**src/rtl/irig_sync_ctrl.sv**
```systemverilog
// IRIG time-sync controller: acquires lock on decoded IRIG frames, then
// free-runs a local BCD time-of-day with a 1 pps strobe, tolerating
// small phase jitter and bridging short frame outages in holdover.
module irig_sync_ctrl #(
  parameter logic [31:0] CNT_1S = 32'd49_999_999,
  parameter logic [31:0] TOL    = 32'd25_000,
  parameter int unsigned LOCK_N = 3,
  parameter int unsigned HOLD_S = 60
) (
  input  logic       clk,
  input  logic       rst,
  input  logic       time_flag,
  input  logic [6:0] sec_bcd,
  input  logic [6:0] min_bcd,
  input  logic [5:0] hour_bcd,
  output logic       pps,
  output logic [6:0] loc_sec,
  output logic [6:0] loc_min,
  output logic [5:0] loc_hour,
  output logic [1:0] state,
  output logic       locked,
  output logic       time_valid,
  output logic       frame_err
);

  typedef enum logic [1:0] {
    ST_UNLOCKED = 2'b00,
    ST_ACQUIRE  = 2'b01,
    ST_LOCKED   = 2'b10,
    ST_HOLDOVER = 2'b11
  } state_t;

  // Time words are packed {hour[5:0], min[6:0], sec[6:0]}.
  function automatic logic f_legal(input logic [19:0] t);
    logic ok;
    ok = (t[3:0] <= 4'd9) && (t[6:4] <= 3'd5) &&
         (t[10:7] <= 4'd9) && (t[13:11] <= 3'd5) &&
         (t[17:14] <= 4'd9);
    if (t[19:18] == 2'd3)
      ok = 1'b0;
    else if ((t[19:18] == 2'd2) && (t[17:14] > 4'd3))
      ok = 1'b0;
    return ok;
  endfunction

  function automatic logic [19:0] f_next(input logic [19:0] t);
    logic [3:0] su, mu, hu;
    logic [2:0] st, mt;
    logic [1:0] ht;
    su = t[3:0];   st = t[6:4];
    mu = t[10:7];  mt = t[13:11];
    hu = t[17:14]; ht = t[19:18];
    if (su != 4'd9) su = su + 4'd1;
    else begin
      su = '0;
      if (st != 3'd5) st = st + 3'd1;
      else begin
        st = '0;
        if (mu != 4'd9) mu = mu + 4'd1;
        else begin
          mu = '0;
          if (mt != 3'd5) mt = mt + 3'd1;
          else begin
            mt = '0;
            if ((ht == 2'd2) && (hu == 4'd3)) begin
              ht = '0;
              hu = '0;
            end else if (hu != 4'd9) hu = hu + 4'd1;
            else begin
              hu = '0;
              ht = ht + 2'd1;
            end
          end
        end
      end
    end
    return {ht, hu, mt, mu, st, su};
  endfunction

  state_t      r_state;
  logic [31:0] r_sub_cnt;
  logic [31:0] r_good_cnt;
  logic [31:0] r_hold_cnt;
  logic [19:0] r_prev_t;
  logic [19:0] r_loc;
  logic        r_pps;
  logic        r_frame_err;
  logic        r_after_wrap;  // a wrap occurred since sub_cnt was last re-phased
  logic        r_good_seen;   // a good frame was accepted since the last wrap

  logic [19:0] w_dec;
  logic [19:0] w_dec_next;
  logic [19:0] w_prev_next;
  logic [19:0] w_loc_next;
  logic        w_legal;
  logic        w_wrap;
  logic        w_pre;
  logic        w_post;
  logic        w_acq_good;
  logic        w_lk_pre_good;
  logic        w_lk_post_good;

  assign w_dec       = {hour_bcd, min_bcd, sec_bcd};
  assign w_dec_next  = f_next(w_dec);
  assign w_prev_next = f_next(r_prev_t);
  assign w_loc_next  = f_next(r_loc);
  assign w_legal     = f_legal(w_dec);
  assign w_wrap      = (r_sub_cnt == CNT_1S);
  assign w_pre       = (r_sub_cnt >= (CNT_1S - TOL));
  assign w_post      = r_after_wrap && (r_sub_cnt <= TOL);

  assign w_acq_good = time_flag && w_legal && (w_dec == w_prev_next) &&
                      (w_pre || w_post);
  // Early frame (or one at the wrap) describes the second now ending, so it
  // must match the current local time; a late frame describes the second
  // that ended at the last wrap, so its successor must match local time.
  assign w_lk_pre_good  = time_flag && w_legal && w_pre && (w_dec == r_loc);
  assign w_lk_post_good = time_flag && w_legal && !w_pre && w_post &&
                          (w_dec_next == r_loc);

  assign pps        = r_pps;
  assign frame_err  = r_frame_err;
  assign loc_sec    = r_loc[6:0];
  assign loc_min    = r_loc[13:7];
  assign loc_hour   = r_loc[19:14];
  assign state      = r_state;
  assign locked     = (r_state == ST_LOCKED);
  assign time_valid = (r_state == ST_LOCKED) || (r_state == ST_HOLDOVER);

  // Sync state machine, phase counter, local time and output strobes.
  always_ff @(posedge clk) begin
    if (rst) begin
      r_state      <= ST_UNLOCKED;
      r_sub_cnt    <= '0;
      r_good_cnt   <= '0;
      r_hold_cnt   <= '0;
      r_prev_t     <= '0;
      r_loc        <= '0;
      r_pps        <= 1'b0;
      r_frame_err  <= 1'b0;
      r_after_wrap <= 1'b0;
      r_good_seen  <= 1'b0;
    end else begin
      r_pps       <= 1'b0;
      r_frame_err <= 1'b0;
      r_sub_cnt   <= w_wrap ? '0 : r_sub_cnt + 32'd1;
      if (w_wrap) r_after_wrap <= 1'b1;

      case (r_state)
        ST_UNLOCKED: begin
          if (time_flag && w_legal) begin
            r_state      <= ST_ACQUIRE;
            r_good_cnt   <= 32'd1;
            r_prev_t     <= w_dec;
            r_sub_cnt    <= '0;
            r_after_wrap <= 1'b0;
          end
        end

        ST_ACQUIRE: begin
          if (time_flag) begin
            if (w_acq_good) begin
              r_good_cnt   <= r_good_cnt + 32'd1;
              r_prev_t     <= w_dec;
              r_sub_cnt    <= '0;
              r_after_wrap <= 1'b0;
              if ((r_good_cnt + 32'd1) >= LOCK_N) begin
                r_state     <= ST_LOCKED;
                r_loc       <= w_dec_next;
                r_pps       <= 1'b1;
                r_good_seen <= 1'b1;
              end
            end else if (w_legal) begin
              r_good_cnt   <= 32'd1;
              r_prev_t     <= w_dec;
              r_sub_cnt    <= '0;
              r_after_wrap <= 1'b0;
            end else begin
              r_state <= ST_UNLOCKED;
            end
          end else if (r_after_wrap && (r_sub_cnt > TOL)) begin
            r_state <= ST_UNLOCKED;
          end
        end

        default: begin  // ST_LOCKED, ST_HOLDOVER
          if (w_lk_pre_good || w_lk_post_good) begin
            r_state      <= ST_LOCKED;
            r_sub_cnt    <= '0;
            r_after_wrap <= 1'b0;
            r_good_seen  <= 1'b1;
            // The early re-phase pulse stands in for the wrap pulse it preempts.
            if (w_lk_pre_good) begin
              r_pps <= 1'b1;
              r_loc <= w_dec_next;
            end
          end else begin
            if (time_flag) r_frame_err <= 1'b1;
            if (w_wrap) begin
              r_pps       <= 1'b1;
              r_loc       <= w_loc_next;
              r_good_seen <= 1'b0;
              if (r_state == ST_HOLDOVER) r_hold_cnt <= r_hold_cnt + 32'd1;
            end
            if ((r_state == ST_LOCKED) && !w_wrap && (r_sub_cnt == TOL) &&
                !r_good_seen) begin
              r_state    <= ST_HOLDOVER;
              r_hold_cnt <= '0;
            end
            if ((r_state == ST_HOLDOVER) && (r_hold_cnt == HOLD_S))
              r_state <= ST_UNLOCKED;
          end
        end
      endcase
    end
  end

endmodule

```
**config.mk**
```make
export PLATFORM = sky130hd
export DESIGN_NAME = irig_sync_ctrl
export DESIGN_NICKNAME = d
export VERILOG_FILES = /design/src/rtl/irig_sync_ctrl.sv
export SDC_FILE = /design/constraint.sdc
export NUM_CORES = 1
export LEC_CHECK = 0
export CELL_PAD_IN_SITES_DETAIL_PLACEMENT = 1
export CELL_PAD_IN_SITES_GLOBAL_PLACEMENT = 1
export CORE_MARGIN = 2
export CORE_UTILIZATION = 40
export CTS_CLUSTER_DIAMETER = 30
export DETAILED_ROUTE_END_ITERATION = 12
export PLACE_DENSITY_LB_ADDON = 0.1
export SETUP_SLACK_MARGIN = 0.2
export SYNTH_ARGS = -nofsm -noshare
export SYNTH_HDL_FRONTEND = slang
export SYNTH_SLANG_ARGS = --single-unit
```
**constraint.sdc**
```tcl
create_clock -name clk -period 5.2 [get_ports clk]
set_input_delay 1.56 -clock clk [delete_from_list [all_inputs] [get_ports clk]]
set_output_delay 1.56 -clock clk [all_outputs]
set_load 0.03 [all_outputs]
```
==> summary.txt <==
Clock network
  • H-tree levels: 4
  • TritonCTS sink count: 142
  • Worst-Skew Late Latency: 440 ps
  • Num CTS Buffers: 17
  • Clock Pin Slew Worst Setup and Hold Paths: 70 ps
  • Max Buffers Root-to-Sink: 2
  • CTS tree: done
  • CTS Hold Bufs: 0
  • Post-CTS sizing: 0
  • Setup Fix Bufs, Post-CTS: 0
  • CTS root buf: clkbuf_16

Synthesis
  • Synth Warn #: 0
  • Mapped Cells: 1384
  • Area leader, netlist: dfxtp_1
  • Syn Nets: 1423
  • Mapped cell area: 10300 um^2
  • Post-synth top area share: 0.275
  • Post-synthesis sequential area ratio: 0.275
  • Flops & latches, synth: 142
  • Synth Flop Type: dfxtp_1
  • Synth async-reset ratio: 0
  • Post-synth EDFFs: 0
  • Yosys cell types: 85
  • Syn_area_per_cell: 7.47 um^2
  • Largest cells by area after synthesis: dfxtp_1 (27%), nor2_1 (5.2%), nand2_1 (5.0%), xnor2_1 (4.9%), xor2_1 (4.8%)

Routing
  • Total Wirelength: 33100 um
  • Drt initial violations: 506
  • Via/cell ratio: 5.86
  • DRC: 0
  • Wire per inst: 18.9 um
  • Drt first pass iters: 5
  • Vias post-DR: 10200
  • Post-route ant nets: 0

Pwr
  • Sw Ratio: 0.296
  • PD cells: 223 nW/um^2
  • Comb pwr share: 0.111
  • P_int: 1.86 mW
  • Pleak: 4.20 nW
  • Worst-case vdd ir drop: 0.143 mV
  • Share of total power in sequential cells: 0.419
  • Clock network fraction of total power: 0.470
  • Switch Pwr: 0.783 mW
  • Final Total Pwr: 2.64 mW

Die
  • Initial Util: 0.409
  • Die W: 165 um
  • Row Count: 58
  • Core footprint: 25300 um^2
  • Die ar.: 27100 um^2
  • Die Y: 165 um
  • I/O pin total: 49

Cells and area
  • N_diodes: 0
  • Post-route cell area: 11900 um^2
  • NumNets Final: 1443
  • P&R area growth vs syn: 14.6%
  • Commonest non-fill, non-tap cells in the layout: nor2_1 (142), dfxtp_1 (142), nand2_1 (138), a21oi_1 (94), o21ai_0 (73)
  • Share of cells above drive strength 1: 0.0932
  • Finished Layout Cells: 1747

Global route
  • Vias in the first global route: 10100
  • Largest net degree at the start of global routing: 78
  • Antenna violations before repair: 0
  • First-pass GRT wire length: 54100 um
  • GRT overflow: 0
  • Tot GR Track Use: 0.250

Job
  • Max_cap viols: 0

Placement
  • Placed cell areas: 11300 um^2
  • Placed cell count: 1715
  • Port Buffers: 48
  • Final RePlAce weighted congestion: 0.848
  • DP HPWL: 24000 um

Worst setup path
  • WP data arrival: 5110 ps
  • Crit Path Category: in2reg
  • Crit path launch type: input pin
  • Crit. End Element: register
  • WP data required: 5540 ps
  • Crit-path max FO: 32

Timing
  • Final hold slack: 464 ps
  • Clock Skews: 17.7 ps
  • Hold violation count in the final report: 0
  • Worst slew margin: 0.389
  • Final period util: 0.917
  • RSZ-0062 raised after global routing: false
  • Setup-failing EPs final: 0
  • F_max: 0.210 GHz
  • Worst-margin pin slew: 916 ps
  • Minimum clock period: 4770 ps
  • Final Max Slew Viols: 0

Status
  • Status: complete, no violations

Worst hold path
  • Hold crit path type: reg2reg
-- power groups by stage --
stage | sequential [mW] | combinational [mW] | clock (mW)
floorplan | 1.13 | 0.180 | 0
global placement | 1.13 | 0.287 | 0
detailed placement | 1.13 | 0.292 | 0
CTS | 1.11 | 0.294 | 1.27
global route | 1.11 | 0.320 | 1.32
finish | 1.11 | 0.294 | 1.24
-- cell type report --
type	instances	area, um^2
Inverter	40	150
Clock inverter	14	145
Tap cell	330	413
Clock buffer	18	439
Sequential cell	142	2840
Fill cell	3162	13400
Multi-Input combinational cell	1098	6900
Timing Repair Buffer	105	966
-- kinds of logic (layout without fill, tap and decap cells) --
logic type / after synthesis / in the layout / synth area share
compound gates: 280 / 280 / 0.174
mux: 24 / 24 / 0.0241
fa+ha+maj: 16 / 16 / 0.0194
simple gates: 663 / 663 / 0.352
buf+inv: 144 / 177 / 0.0582
flops: 142 / 142 / 0.275
xor+xnor: 115 / 115 / 0.0974
-- state kept, by name (all words and copies together) (netlist names) --
signal,cells
r_good_seen,1
r_loc,20
pps,1
frame_err,1
r_after_wrap,1
state,2
r_sub_cnt,32
r_prev_t,20
r_good_cnt,32
r_hold_cnt,32
-- Yosys cell counts, types with 7 or more instances --
master    count
nand3_1      64
xor2_1       57
nor2_1      143
nor3_1       33
nor3b_1       8
and2_1       10
nand2b_1     19
mux2i_1      17
or3_1        19
and3_1       33
nand2_1     138
o21ai_0      73
a31oi_1      14
and3b_1       8
nand3b_1     10
a21o_1       10
nand4b_1     10
nand4_1      36
buf_2        21
nor4b_1       7
clkbuf_1     74
xnor2_1      58
nor4_1       31
or4_1        10
a211oi_1     11
mux2_2        7
dfxtp_1     142
nor2b_1      31
inv_1        40
a21oi_1      94
ha_1         16
o211ai_1      7
and4_1       17
-- final timing paths --
check | start | to | slack [ps] | cells after the start
max | sec_bcd[0] | r_sub_cnt[31] | 430 | 13
min | r_prev_t[18] | r_prev_t[18] | 460 | 2
max reg2reg | r_good_cnt[1] | r_loc[19] | 940 | 13
min reg2reg | r_prev_t[18] | r_prev_t[18] | 460 | 2
-- routing by layer --
metal,track usage,wire length [um]
met3,0.0286,1030
met2,0.420,15600
met1,0.339,15800
met4,0.0700,584
met5,0,0
-- worst max-delay path: stages --
cell             delay (ps)
clkdlybuf4s50_1         490
buf_4                   200
and4bb_2                450
nand2_1                 220
a2111oi_0               510
a211oi_1                100
and4_1                  250
nand4_2                 200
nor3b_4                 240
a21oi_1                  70
or3_1                   370
buf_12                  190
nor4_2                  250
-- metrics by stage --
step | utilization | setup WS (ps) | setup TNS, ps
5_1_grt | 0.469 | 217 | 0
4_1_cts | 0.469 | 445 | 0
3_5_place_dp | 0.446 | -12.5 | -12.5
3_3_place_gp | 0.446 | 76.1 | 0
2_1_floorplan | - | 774 | 0
6_report | 0.469 | 431 | 0
Power figures use the tool's default switching activity.
